[src/rtl/am2940_data_port_if.sv]
// Host-side register-access bus of the Am2940 data port: request, beat data and status.
// The host drives the master side; the data port sits on the slave side.
interface am2940_data_port_if #(
   parameter int BUS_W = 4,
   parameter int CHW   = 1
);
   // Handshake: req is sampled only while the port is idle and not busy. Write
   // beats after the first are accepted on cycles with in_valid=1. Each read
   // beat is qualified by data_valid. done/err are single-cycle pulses.
   logic             req;
   logic             rd;
   logic             wr;
   logic [1:0]       seld;
   logic [CHW-1:0]   ch;
   logic [BUS_W-1:0] data_in;
   logic             in_valid;
   logic             abort;
   logic [BUS_W-1:0] data_out;
   logic             data_valid;
   logic             busy;
   logic             done;
   logic             err;

   modport master (
      output req, rd, wr, seld, ch, data_in, in_valid, abort,
      input  data_out, data_valid, busy, done, err
   );

   modport slave (
      input  req, rd, wr, seld, ch, data_in, in_valid, abort,
      output data_out, data_valid, busy, done, err
   );
endinterface

[src/rtl/am2940_data_port.sv]
// Narrow-bus access port to per-channel address/word-count counters and control
// registers: reads serialise a snapshotted word LSB-first, writes assemble beats.
module am2940_data_port #(
   parameter int BUS_W  = 4,
   parameter int REG_W  = 8,
   parameter int NCH    = 2,
   parameter int CTRL_W = 3
) (
   input  logic                    clk,
   input  logic                    rst_n,
   am2940_data_port_if.slave       bus,
   input  logic [NCH*REG_W-1:0]    address_data,
   input  logic [NCH*REG_W-1:0]    word_data,
   output logic [NCH-1:0]          ld_addr,
   output logic [NCH-1:0]          ld_word,
   output logic [REG_W-1:0]        ld_value,
   output logic [NCH*CTRL_W-1:0]   ctrl_reg,
   output logic [1:0]              fsm_state
);
   localparam int CHW   = (NCH > 1) ? $clog2(NCH) : 1;
   localparam int BEATS = REG_W / BUS_W;
   localparam int CNT_W = (BEATS > 1) ? $clog2(BEATS) : 1;
   // Bit i set when channel code i exists; avoids a compare that is constant for power-of-two NCH.
   localparam logic [(1<<CHW)-1:0] CH_MASK = (1<<CHW)'((64'd1 << NCH) - 64'd1);

   typedef enum logic [1:0] {
      IDLE       = 2'd0,
      RD_SHIFT   = 2'd1,
      WR_COLLECT = 2'd2
   } state_t;

   state_t             state_q;
   logic [REG_W-1:0]   shift_q;
   logic [REG_W-1:0]   asm_q;
   logic [CNT_W-1:0]   cnt_q;
   logic               wr_word_q;
   logic [CHW-1:0]     wr_ch_q;

   logic               ch_ok;
   logic               req_ok;
   logic [REG_W-1:0]   rd_value;
   logic [BUS_W-1:0]   ctrl_beat;
   logic [REG_W-1:0]   asm_next;
   logic               last_beat;

   assign fsm_state = state_q;
   assign ch_ok     = CH_MASK[bus.ch];
   assign req_ok    = ch_ok && (bus.rd != bus.wr);
   assign rd_value  = bus.seld[0] ? word_data[int'(bus.ch)*REG_W +: REG_W]
                                  : address_data[int'(bus.ch)*REG_W +: REG_W];
   assign ctrl_beat = BUS_W'(ctrl_reg[int'(bus.ch)*CTRL_W +: CTRL_W]);
   // New beats enter at the top; after BEATS shifts the first beat sits in the LSBs.
   assign asm_next  = (asm_q >> BUS_W) | (REG_W'(bus.data_in) << (REG_W - BUS_W));
   assign last_beat = (cnt_q == CNT_W'(BEATS - 1));

   always_ff @(posedge clk) begin
      if (!rst_n) begin
         state_q        <= IDLE;
         shift_q        <= '0;
         asm_q          <= '0;
         cnt_q          <= '0;
         wr_word_q      <= 1'b0;
         wr_ch_q        <= '0;
         bus.data_out   <= '0;
         bus.data_valid <= 1'b0;
         bus.busy       <= 1'b0;
         bus.done       <= 1'b0;
         bus.err        <= 1'b0;
         ld_addr        <= '0;
         ld_word        <= '0;
         ld_value       <= '0;
         ctrl_reg       <= '0;
      end else begin
         bus.data_out   <= '0;
         bus.data_valid <= 1'b0;
         bus.done       <= 1'b0;
         bus.err        <= 1'b0;
         ld_addr        <= '0;
         ld_word        <= '0;
         ld_value       <= '0;

         case (state_q)
            IDLE: begin
               bus.busy <= 1'b0;
               // busy is still high on the done cycle, so a request there is ignored.
               if (bus.req && !bus.busy) begin
                  if (!req_ok) begin
                     bus.err <= 1'b1;
                  end else if (bus.rd) begin
                     bus.busy       <= 1'b1;
                     bus.data_valid <= 1'b1;
                     if (bus.seld[1]) begin
                        bus.data_out <= ctrl_beat;
                        bus.done     <= 1'b1;
                     end else begin
                        bus.data_out <= rd_value[BUS_W-1:0];
                        shift_q      <= rd_value >> BUS_W;
                        cnt_q        <= CNT_W'(1);
                        if (BEATS == 1) bus.done <= 1'b1;
                        else            state_q  <= RD_SHIFT;
                     end
                  end else begin
                     bus.busy <= 1'b1;
                     if (bus.seld[1]) begin
                        ctrl_reg[int'(bus.ch)*CTRL_W +: CTRL_W] <= bus.data_in[CTRL_W-1:0];
                        bus.done <= 1'b1;
                     end else begin
                        wr_word_q <= bus.seld[0];
                        wr_ch_q   <= bus.ch;
                        asm_q     <= asm_next;
                        cnt_q     <= CNT_W'(1);
                        if (BEATS == 1) begin
                           if (bus.seld[0]) ld_word <= NCH'(1) << bus.ch;
                           else             ld_addr <= NCH'(1) << bus.ch;
                           ld_value <= asm_next;
                           bus.done <= 1'b1;
                        end else begin
                           state_q <= WR_COLLECT;
                        end
                     end
                  end
               end
            end

            RD_SHIFT: begin
               if (bus.abort) begin
                  state_q  <= IDLE;
                  bus.busy <= 1'b0;
               end else begin
                  bus.data_valid <= 1'b1;
                  bus.data_out   <= shift_q[BUS_W-1:0];
                  shift_q        <= shift_q >> BUS_W;
                  cnt_q          <= cnt_q + CNT_W'(1);
                  if (last_beat) begin
                     bus.done <= 1'b1;
                     state_q  <= IDLE;
                  end
               end
            end

            WR_COLLECT: begin
               // abort wins even over the beat that would complete the word.
               if (bus.abort) begin
                  state_q  <= IDLE;
                  bus.busy <= 1'b0;
               end else if (bus.in_valid) begin
                  asm_q <= asm_next;
                  cnt_q <= cnt_q + CNT_W'(1);
                  if (last_beat) begin
                     if (wr_word_q) ld_word <= NCH'(1) << wr_ch_q;
                     else           ld_addr <= NCH'(1) << wr_ch_q;
                     ld_value <= asm_next;
                     bus.done <= 1'b1;
                     state_q  <= IDLE;
                  end
               end
            end

            default: begin
               state_q  <= IDLE;
               bus.busy <= 1'b0;
            end
         endcase
      end
   end
endmodule

[src/flat_wrapper.sv]
// flat-port wrapper written by rule: the top's interface ports become plain ports
module am2940_data_port_flat 
#(
   parameter int BUS_W  = 4,
   parameter int REG_W  = 8,
   parameter int NCH    = 2,
   parameter int CTRL_W = 3
)
  (clk, rst_n, address_data, word_data, ld_addr, ld_word, ld_value, ctrl_reg, fsm_state, bus_req, bus_rd, bus_wr, bus_seld, bus_ch, bus_data_in, bus_in_valid, bus_abort, bus_data_out, bus_data_valid, bus_busy, bus_done, bus_err);
  am2940_data_port_if #(.BUS_W(BUS_W), .CHW(1)) bus_i ();
  input  logic clk;
  input  logic rst_n;
  input  logic [NCH*REG_W-1:0] address_data;
  input  logic [NCH*REG_W-1:0] word_data;
  output logic [NCH-1:0] ld_addr;
  output logic [NCH-1:0] ld_word;
  output logic [REG_W-1:0] ld_value;
  output logic [NCH*CTRL_W-1:0] ctrl_reg;
  output logic [1:0] fsm_state;
  input wire logic [$bits(bus_i.req)-1:0] bus_req;
  input wire logic [$bits(bus_i.rd)-1:0] bus_rd;
  input wire logic [$bits(bus_i.wr)-1:0] bus_wr;
  input wire logic [$bits(bus_i.seld)-1:0] bus_seld;
  input wire logic [$bits(bus_i.ch)-1:0] bus_ch;
  input wire logic [$bits(bus_i.data_in)-1:0] bus_data_in;
  input wire logic [$bits(bus_i.in_valid)-1:0] bus_in_valid;
  input wire logic [$bits(bus_i.abort)-1:0] bus_abort;
  output wire logic [$bits(bus_i.data_out)-1:0] bus_data_out;
  output wire logic [$bits(bus_i.data_valid)-1:0] bus_data_valid;
  output wire logic [$bits(bus_i.busy)-1:0] bus_busy;
  output wire logic [$bits(bus_i.done)-1:0] bus_done;
  output wire logic [$bits(bus_i.err)-1:0] bus_err;
  assign bus_i.req = bus_req;
  assign bus_i.rd = bus_rd;
  assign bus_i.wr = bus_wr;
  assign bus_i.seld = bus_seld;
  assign bus_i.ch = bus_ch;
  assign bus_i.data_in = bus_data_in;
  assign bus_i.in_valid = bus_in_valid;
  assign bus_i.abort = bus_abort;
  assign bus_data_out = bus_i.data_out;
  assign bus_data_valid = bus_i.data_valid;
  assign bus_busy = bus_i.busy;
  assign bus_done = bus_i.done;
  assign bus_err = bus_i.err;
  am2940_data_port #(.BUS_W(BUS_W), .REG_W(REG_W), .NCH(NCH), .CTRL_W(CTRL_W)) u_core (.clk(clk), .rst_n(rst_n), .bus(bus_i), .address_data(address_data), .word_data(word_data), .ld_addr(ld_addr), .ld_word(ld_word), .ld_value(ld_value), .ctrl_reg(ctrl_reg), .fsm_state(fsm_state));
endmodule
[config.mk]
export PLATFORM = sky130hd
export DESIGN_NAME = am2940_data_port_flat
export DESIGN_NICKNAME = d
export VERILOG_FILES = /design/src/rtl/am2940_data_port_if.sv /design/src/rtl/am2940_data_port.sv /design/src/flat_wrapper.sv
export SDC_FILE = /design/constraint.sdc
export NUM_CORES = 1
export LEC_CHECK = 0
export ABC_AREA = 1
export BUFFER_PORTS_ARGS = -buffer_cell sky130_fd_sc_hd__buf_2
export CELL_PAD_IN_SITES_DETAIL_PLACEMENT = 0
export CELL_PAD_IN_SITES_GLOBAL_PLACEMENT = 1
export CORE_ASPECT_RATIO = 1.75
export CORE_MARGIN = 10
export CORE_UTILIZATION = 34
export CTS_CLUSTER_SIZE = 28
export DETAILED_ROUTE_END_ITERATION = 10
export HOLD_SLACK_MARGIN = 0.06
export PLACE_DENSITY_LB_ADDON = 0.3
export SYNTH_ARGS = -nofsm -noshare
export SYNTH_HDL_FRONTEND = slang
export SYNTH_SLANG_ARGS = --single-unit
[constraint.sdc]
create_clock -name clk -period 2 [get_ports clk]
set_clock_uncertainty 0.05 [all_clocks]
set_input_delay 0.2 -clock clk [delete_from_list [all_inputs] [get_ports clk]]
set_output_delay 0.2 -clock clk [all_outputs]
set_load 0.01 [all_outputs]
* Yosys cells after proc, flatten, opt, wreduce, memory -nomap -nowiden
Index checks and enable logic that the tools add are counted.
Storage, ports and cells: register bits 47, bits of input ports 46, output and inout port bits 28, logic and storage cells 121
Cells by class: add/sub/neg operators 2, $mul 1, order comparisons 1, eq/ne operators 13, shift operators 6, muxes and demuxes 57, bitwise operators 8, reductions and logical operators 18
Operator list (number):
- $mux W8 | 12
- $neg A32 Y33 | 1
- $shift A3 B33 Y6 const A | 1
- $shiftx A3 B33 Y6 | 1
- $pmux W8 S2 | 2
- $shiftx A16 B5 Y8 | 2
- $shiftx A6 B32 Y3 | 1
- $mux W1 | 22
- $mux W4 | 5
- $mux W2 | 9
- $reduce_and A7 Y1 | 2
- $ne A2 B2 Y1 const B | 6
- $reduce_or A6 Y1 | 2
- $reduce_and A5 Y1 | 2
- $or A4 B8 Y8 | 1
- $pmux W4 S2 | 1
- $not A1 Y1 | 7
- $bwmux W6 | 1
- $ne A2 B1 Y1 const B | 3
- $pmux W1 S3 | 2
- $pmux W2 S3 | 1
- $reduce_and A6 Y1 | 1
- $reduce_or A5 Y1 | 1
- $pmux W1 S2 | 2
- 16 further kinds | 18

* Depth between registers and ports, before layout
Gate-level depths: netlist (run 1).
word-level depth 7, gate-level depth with buffers 10, depth with buffers taken out 9

* Worst setup path before layout (run 1)
No wires, ideal clock.
path kind register to register, start reg u_core.state_q[0], in the netlist u_core.fsm_state[0], end reg u_core.shift_q[0], library setup time 0.113 ns, data arrival time 1.463 ns, required time 1.837 ns, setup slack 0.374 ns, stages on the path, launching flop included 10, path buffers 1, clock period less this slack 1.626 ns, cells stage by stage dfxtp_1 -> inv_1 -> ha_1 -> buf_6 -> o21ai_0 -> nand3_1 -> nor2_2 -> nand2_1 -> nand2_1 -> nor2_1
Between the ends: longest elaborated chain between the ends 3, elaborated cells on any way between the ends 10, classes of those cells eq/ne: 6; mux: 1; reduce/logical: 3
RTL lines:
- start, declared | RTL line am2940_data_port.sv:32 | state_t state_q;
- start signal, assigned | RTL line am2940_data_port.sv:58 | state_q <= IDLE;
- start signal, assigned | RTL line am2940_data_port.sv:100 | else state_q <= RD_SHIFT;
- start signal, assigned | RTL line am2940_data_port.sv:118 | state_q <= WR_COLLECT;
- $eq A2 B1 Y1 or $logic_not A2 Y1 (tied branches) | RTL line am2940_data_port.sv:82 | case (state_q)
- $ne A2 B2 Y1 (no line), or another cell as far along
- $reduce_and A6 Y1 (no line)
- end signal, assigned | RTL line am2940_data_port.sv:97 | shift_q <= rd_value >> BUS_W;
- end signal, assigned | RTL line am2940_data_port.sv:132 | shift_q <= shift_q >> BUS_W;
- end, declared | RTL line am2940_data_port.sv:33 | logic [REG_W-1:0] shift_q;
Several ways; a longest one is shown, not always the timed one. A chain may end at the register's enable or synchronous reset.

* Worst setup path in the final report (run 1)
start reg u_core.state_q[1], in the netlist u_core.fsm_state[1], end reg u_core.asm_q[4]
Between the ends: longest elaborated chain between the ends 3, elaborated cells on any way between the ends 11, classes of those cells eq/ne: 7; mux: 1; reduce/logical: 3
RTL lines:
- $eq A2 B2 Y1 or $logic_not A2 Y1 (tied branches) | RTL line am2940_data_port.sv:82
- $ne A2 B2 Y1 (no line), or another cell as far along
- $reduce_and A7 Y1 (no line)
- end signal, assigned | RTL line am2940_data_port.sv:110 | asm_q <= asm_next;
- end signal, assigned | RTL line am2940_data_port.sv:147 | asm_q <= asm_next;
- end, declared | RTL line am2940_data_port.sv:34 | logic [REG_W-1:0] asm_q;
Several ways; a longest one is shown, not always the timed one.

==> results of run 1 <==
==> final cells by class <==
cell class | instances | area share
timing repair buffer | 75 | 0.140
clock inverter | 2 | 0.0220
inverter | 69 | 0.0950
multi-input combinational | 229 | 0.394
tap | 80 | 0.0367
clock buffer | 6 | 0.0266
sequential | 39 | 0.286
==> cell usage in the layout (no fill, tap or decap), types with 3 or more instances in the layout <==
master,synthesis,routed
nand3_1,29,29
buf_2,4,73
inv_2,3,3
nand2_1,99,99
nor2_1,54,54
clkbuf_8,0,5
nand3_2,5,5
nand2_2,4,4
o21ai_0,5,5
dfxtp_1,39,39
a21oi_1,16,16
inv_1,66,66
ha_1,6,5
nor2_2,3,3
==> repair_timing <==
action                     4_1_cts  5_1_grt
hold buffers                     0        0
gates resized for setup          0        1
setup endpoints to repair        0        8
setup buffers                    0        0
==> critical path: stages, from the launching register on <==
cell and delay (ps):
dfxtp_1 410, inv_1 110, ha_2 270, nand2_2 100
o21ai_0 100, nor2_2 300, nand3_1 120, nand2_1 80
nor2_1 40
==> logic make-up (layout without fill, tap and decap cells) <==
| kind of cell | count (synthesis) | in the layout | share of synthesized area |
|---|---|---|---|
| simple gates | 201 | 201 | 0.402 |
| flops | 39 | 39 | 0.359 |
| compound gates | 22 | 22 | 0.0558 |
| fa+ha+maj | 6 | 6 | 0.0345 |
| buf+inv | 78 | 152 | 0.149 |
==> layer usage <==
| metal | share of wire | GRT usage |
|---|---|---|
| met2 | 0.53 | 0.220 |
| met4 | 0.029 | 0.0594 |
| met3 | 0.084 | 0.0484 |
| met5 | 0 | 0 |
| met1 | 0.36 | 0.114 |
==> power by group through the flow <==
stage	Combinational, mW	Sequential (mW)	Clock [mW]
finish	0.802	0.946	0.777
global route	0.927	0.961	0.829
CTS	0.811	0.946	0.799
detailed placement	0.808	0.963	0
global placement	0.806	0.961	0
floorplan	0.609	0.965	0
==> worst paths after layout <==
kind / endpoint / from / cells after the start / slack (ps)
max: u_core.asm_q[4] / u_core.fsm_state[1] / 8 / 320
min: u_core.ld_value[7] / bus_data_in[3] / 3 / 90
max reg2reg: u_core.asm_q[4] / u_core.fsm_state[1] / 8 / 320
min reg2reg: u_core.ld_value[0] / u_core.asm_q[4] / 2 / 390
==> through the flow <==
step                      cell area [µm²]  power (mW)  setup slack [ps]   util
after floorplan                      2180        1.57               374      -
after global placement               2590        1.77               261  0.416
after detailed placement             2590        1.77               188  0.416
after CTS                            2720        2.56               177  0.437
after global routing                 2730        2.72               117  0.438
final                                2730        2.53               324  0.438
==> run_results.csv, run 1 <==
group,metric,value,unit
status,status,"complete, no violations",
global_route,grt_overflow,0,
layout,syn_to_final_growth,25.3,%
clock_network,cts_tree,"yes",
clock_network,path_clk_slew,80,ps
clock_network,cts_buffers,5,
clock_network,cts_max_level,2,
yosys,synth_commonest_cells,"99 x nand2_1, 66 x inv_1, 54 x nor2_1",
yosys,ys_seq_elements,39,
timing,timing.final.crit_share,0.838,
worst_setup_path,end_kind,"flop",
clock_network,clk_latency,300,ps
layout,largest_reg_flops,8,
detailed_routing,vias,2156,
detailed_routing,drc,0,
timing,fmax,597,MHz
yosys,synth_ff_type,"dfxtp_1",
yosys,yosysTopAreaCell,"dfxtp_1",
layout,diodes,0,
worst_setup_path,critPathArrivalTime,1810,ps
layout,multi_input_area,0.00107,mm²
pwr,vdd_drop_max,0.677,mV
floorplanning,rows,38,
detailed_routing,drt-initial-drc-count,53,
timing,hold_viol,0,
placement,place_inst,492,
detailed_routing,drt-total-wl,6040,µm
hold_path,min-delay-path-class,"input pin to flop",
global_route,grt_pass1_vias,2156,
yosys,synth_edf_count,0,
timing,rsz0062_at_grt,"false",
layout,fin_cells,500,
yosys,synth_warnings,0,
floorplanning,coreArea,0.00623,mm²
pwr,combPwrFrac,0.318,
clock_network,root_buffer,"clkbuf_8",
yosys,synth.avg_cell_area,6.29,µm²
timing,setup_viol_count_final,0,
yosys,synthTopCellsByArea,"dfxtp_1 36%, nand2_1 17%, inv_1 11%",
floorplanning,die_area,0.0101,mm²
global_route,antenna_found_initial,0,
yosys,syn_area,0.00218,mm²
detailed_routing,wire_per_inst,12.1,µm
timing,slew_viol_final,0,
global_route,grt_pass1_wl,10000,µm
pwr,power.share.switching,0.340,
layout,drive_gt1_frac,0.245,
timing,setup_tns,0,ps
detailed_routing,first_pass_iters,4,
placement,hpwlAfterDp,4990,µm
worst_setup_path,critPathLaunchType,"flop",
pwr,pwr-share-seq,0.375,
yosys,async_flop_share,0,
detailed_routing,postRouteAntennaNets,0,
worst_setup_path,criticalPathCategory,"flop to flop",
yosys,yosysTopAreaCellShare,0.359,
timing,worstMarginPinSlew,390,ps
run,max-cap-violations,0,
timing,holdWs,89.8,ps
floorplanning,die_w,80.5,µm
layout,fill_cells,692,
placement,portBuffers,73,
placement,gp_congestion,0.882,
yosys,synth_nets,398,
yosys,ys_seq_area_frac,0.359,
worst_setup_path,critPathMaxFanout,10,
yosys,yosysMostFrequentCell,"nand2_1",
pwr,clkPwrFrac,0.308,
pwr,power_density,926,mW/mm²
pwr,switchingPower,0.858,mW
worst_setup_path,cp.required,2140,ps
floorplanning,pin_count,74,
clock_network,clock-sinks,39,
pwr,p_leak,1.54,nW
layout,ff_latch_area,781,µm²
detailed_routing,vias_per_cell,4.31,
clock_network,cts_max_path_buffers,2,
layout,final_nets,471,
pwr,intPower,1.67,mW
timing,period_minus_slack,1680,ps
yosys,syn_inst,346,
floorplanning,die_h,126,µm
global_route,grtUsageTotal,0.122,
floorplanning,initial_core_util,0.349,
yosys,ys_types,22,
global_route,grt_max_degree,19,
timing,relSlewSlack,0.739,
Note: power is estimated with default switching activity, not from simulation.
==> run 2: changes to the inputs <==
==> constraint.sdc (replaced) <==
create_clock -name clk -period 1.7 [get_ports clk]
set_clock_uncertainty 0.05 [all_clocks]
set_input_delay 0.17 -clock clk [delete_from_list [all_inputs] [get_ports clk]]
set_output_delay 0.17 -clock clk [all_outputs]
set_load 0.01 [all_outputs]
==> run_results.csv, run 2 (same netlist as run 1, synthesis figures left out) <==
group,metric,value,unit
layout,final_nets,484,
placement,gp_congestion,0.860,
worst_setup_path,cp.required,1850,ps
clock_network,cts_tree,"yes",
global_route,grt_pass1_vias,2160,
pwr,totalPowerFinal,3.14,mW
detailed_routing,first_pass_iters,4,
timing,period_minus_slack,1520,ps
floorplanning,initial_core_util,0.349,
detailed_routing,wire_per_inst,12.3,µm
clock_network,cts_max_level,2,
layout,multi_input_area,0.00109,mm²
worst_setup_path,crit_start,"u_core.fsm_state[1]",
run,max-cap-violations,0,
timing,timing.final.crit_share,0.896,
clock_network,root_buffer,"clkbuf_8",
layout,ff_latch_area,781,µm²
layout,layout_commonest_cell,"nand2_1",
floorplanning,rows,38,
timing,slew_viol_final,0,
detailed_routing,drt-total-wl,6300,µm
pwr,p_leak,1.60,nW
detailed_routing,vias,2189,
timing,holdWs,67.8,ps
timing,rsz0062_at_grt,"true",
global_route,antenna_found_initial,0,
worst_setup_path,end_kind,"flop",
hold_path,min-delay-path-class,"input pin to flop",
timing,setup_tns,0,ps
floorplanning,coreArea,0.00623,mm²
floorplanning,pin_count,74,
placement,place_inst,503,
worst_setup_path,criticalPathCategory,"flop to flop",
timing,setup_viol_count_final,0,
timing,relSlewSlack,0.744,
global_route,grtUsageTotal,0.129,
pwr,vdd_drop_max,0.773,mV
clock_network,clock-sinks,39,
placement,hpwlAfterDp,5180,µm
floorplanning,die_area,0.0101,mm²
detailed_routing,vias_per_cell,4.27,
global_route,grt_max_degree,17,
clock_network,clk_latency,310,ps
clock_network,cts_buffers,5,
floorplanning,die_w,80.5,µm
pwr,power_density,1110,mW/mm²
layout,diodes,0,
layout,largest_reg_flops,8,
layout,fin_cells,513,
detailed_routing,drc,0,
timing,fmax,657,MHz
worst_setup_path,critPathLaunchType,"flop",
worst_setup_path,reg2reg_from,"u_core.fsm_state[1]",
clock_network,path_clk_slew,80,ps
worst_setup_path,critPathMaxFanout,9,
hold_path,hp-start,"bus_data_in[2]",
detailed_routing,drt-initial-drc-count,67,
global_route,grt_pass1_wl,10500,µm
global_route,grt_overflow,0,
status,status,"complete, no violations",
timing,hold_viol,0,
placement,placed_cell_area,0.00267,mm²
clock_network,cts_max_path_buffers,2,
layout,fin_area,0.00284,mm²
layout,syn_to_final_growth,30.5,%
layout,final_cell_mix,"99 x nand2_1, 73 x buf_2, 66 x inv_1",
layout,drive_gt1_frac,0.268,
detailed_routing,postRouteAntennaNets,0,
worst_setup_path,critPathArrivalTime,1680,ps
layout,fill_cells,708,
floorplanning,die_h,126,µm
timing,worstMarginPinSlew,384,ps
placement,portBuffers,73,
[run 2: cell types whose count changed in the layout (fill, tap and decap cells not counted)]
cell,previous run,this run
dlygate4sd3_1,0,1
a21oi_1,16,15
buf_4,2,14
nor2_4,0,2
nor2_2,3,1
o21ai_0,5,3
o21ai_1,0,2
a21oi_2,0,1
[run 2: per-layer routing]
metal / wire length [µm] / part of all wire / track usage / up-vias
li1: - / - / - / 1203
met1: 2310 / 0.37 / 0.127 / 933
met2: 3410 / 0.54 / 0.234 / 47
met3: 467 / 0.074 / 0.0434 / 6
met4: 110 / 0.017 / 0.0531 / 0
met5: 0 / 0 / 0 / -
[run 2: path summary, 6_finish.rpt]
path | to | slack [ps] | cells past startpoint
worst max-delay path | u_core.shift_q[1] | 180 | 9
worst min-delay path | u_core.ctrl_reg[5] | 70 | 3
worst max register to register | u_core.shift_q[1] | 180 | 9
worst min register to register | u_core.ld_value[0] | 380 | 2
[run 2: layout make-up]
class	instances	share of cell area
Sequential cell	39	0.275
Tap cell	80	0.0352
Clock inverter	2	0.0211
Timing Repair Buffer	88	0.169
Multi-Input combinational cell	229	0.383
Clock buffer	6	0.0256
Inverter	69	0.0912
[run 2: what timing repair did]
item,CTS,global route
resized for setup,0,6
endpoints found under the hold margin,1,0
setup buffers,0,1
hold buffers,1,0
endpoints found under the setup margin,0,24
[run 2: where the power goes]
group	total, mW	leakage [nW]	switching (mW)	internal (mW)
clock network	0.936	0.0654	0.349	0.587
registers	1.10	0.316	0.0634	1.03
logic	1.11	1.22	0.659	0.449
[run 2: per-stage QoR]
stage,setup WS [ps],utilization
after CTS,17.7,0.452
after global placement,86.1,0.429
final,177,0.456
after detailed placement,20.6,0.429
after global routing,-5.68,0.456
after floorplan,73.9,-
[run 2: worst max-delay path, stage by stage (launching register included)]
cell	delay (ps)
dfxtp_1	320
inv_1	90
ha_2	300
nand2_2	90
o21ai_0	80
nand3_1	130
nor2_4	190
nand2_1	70
nand2_1	60
nor2_1	40
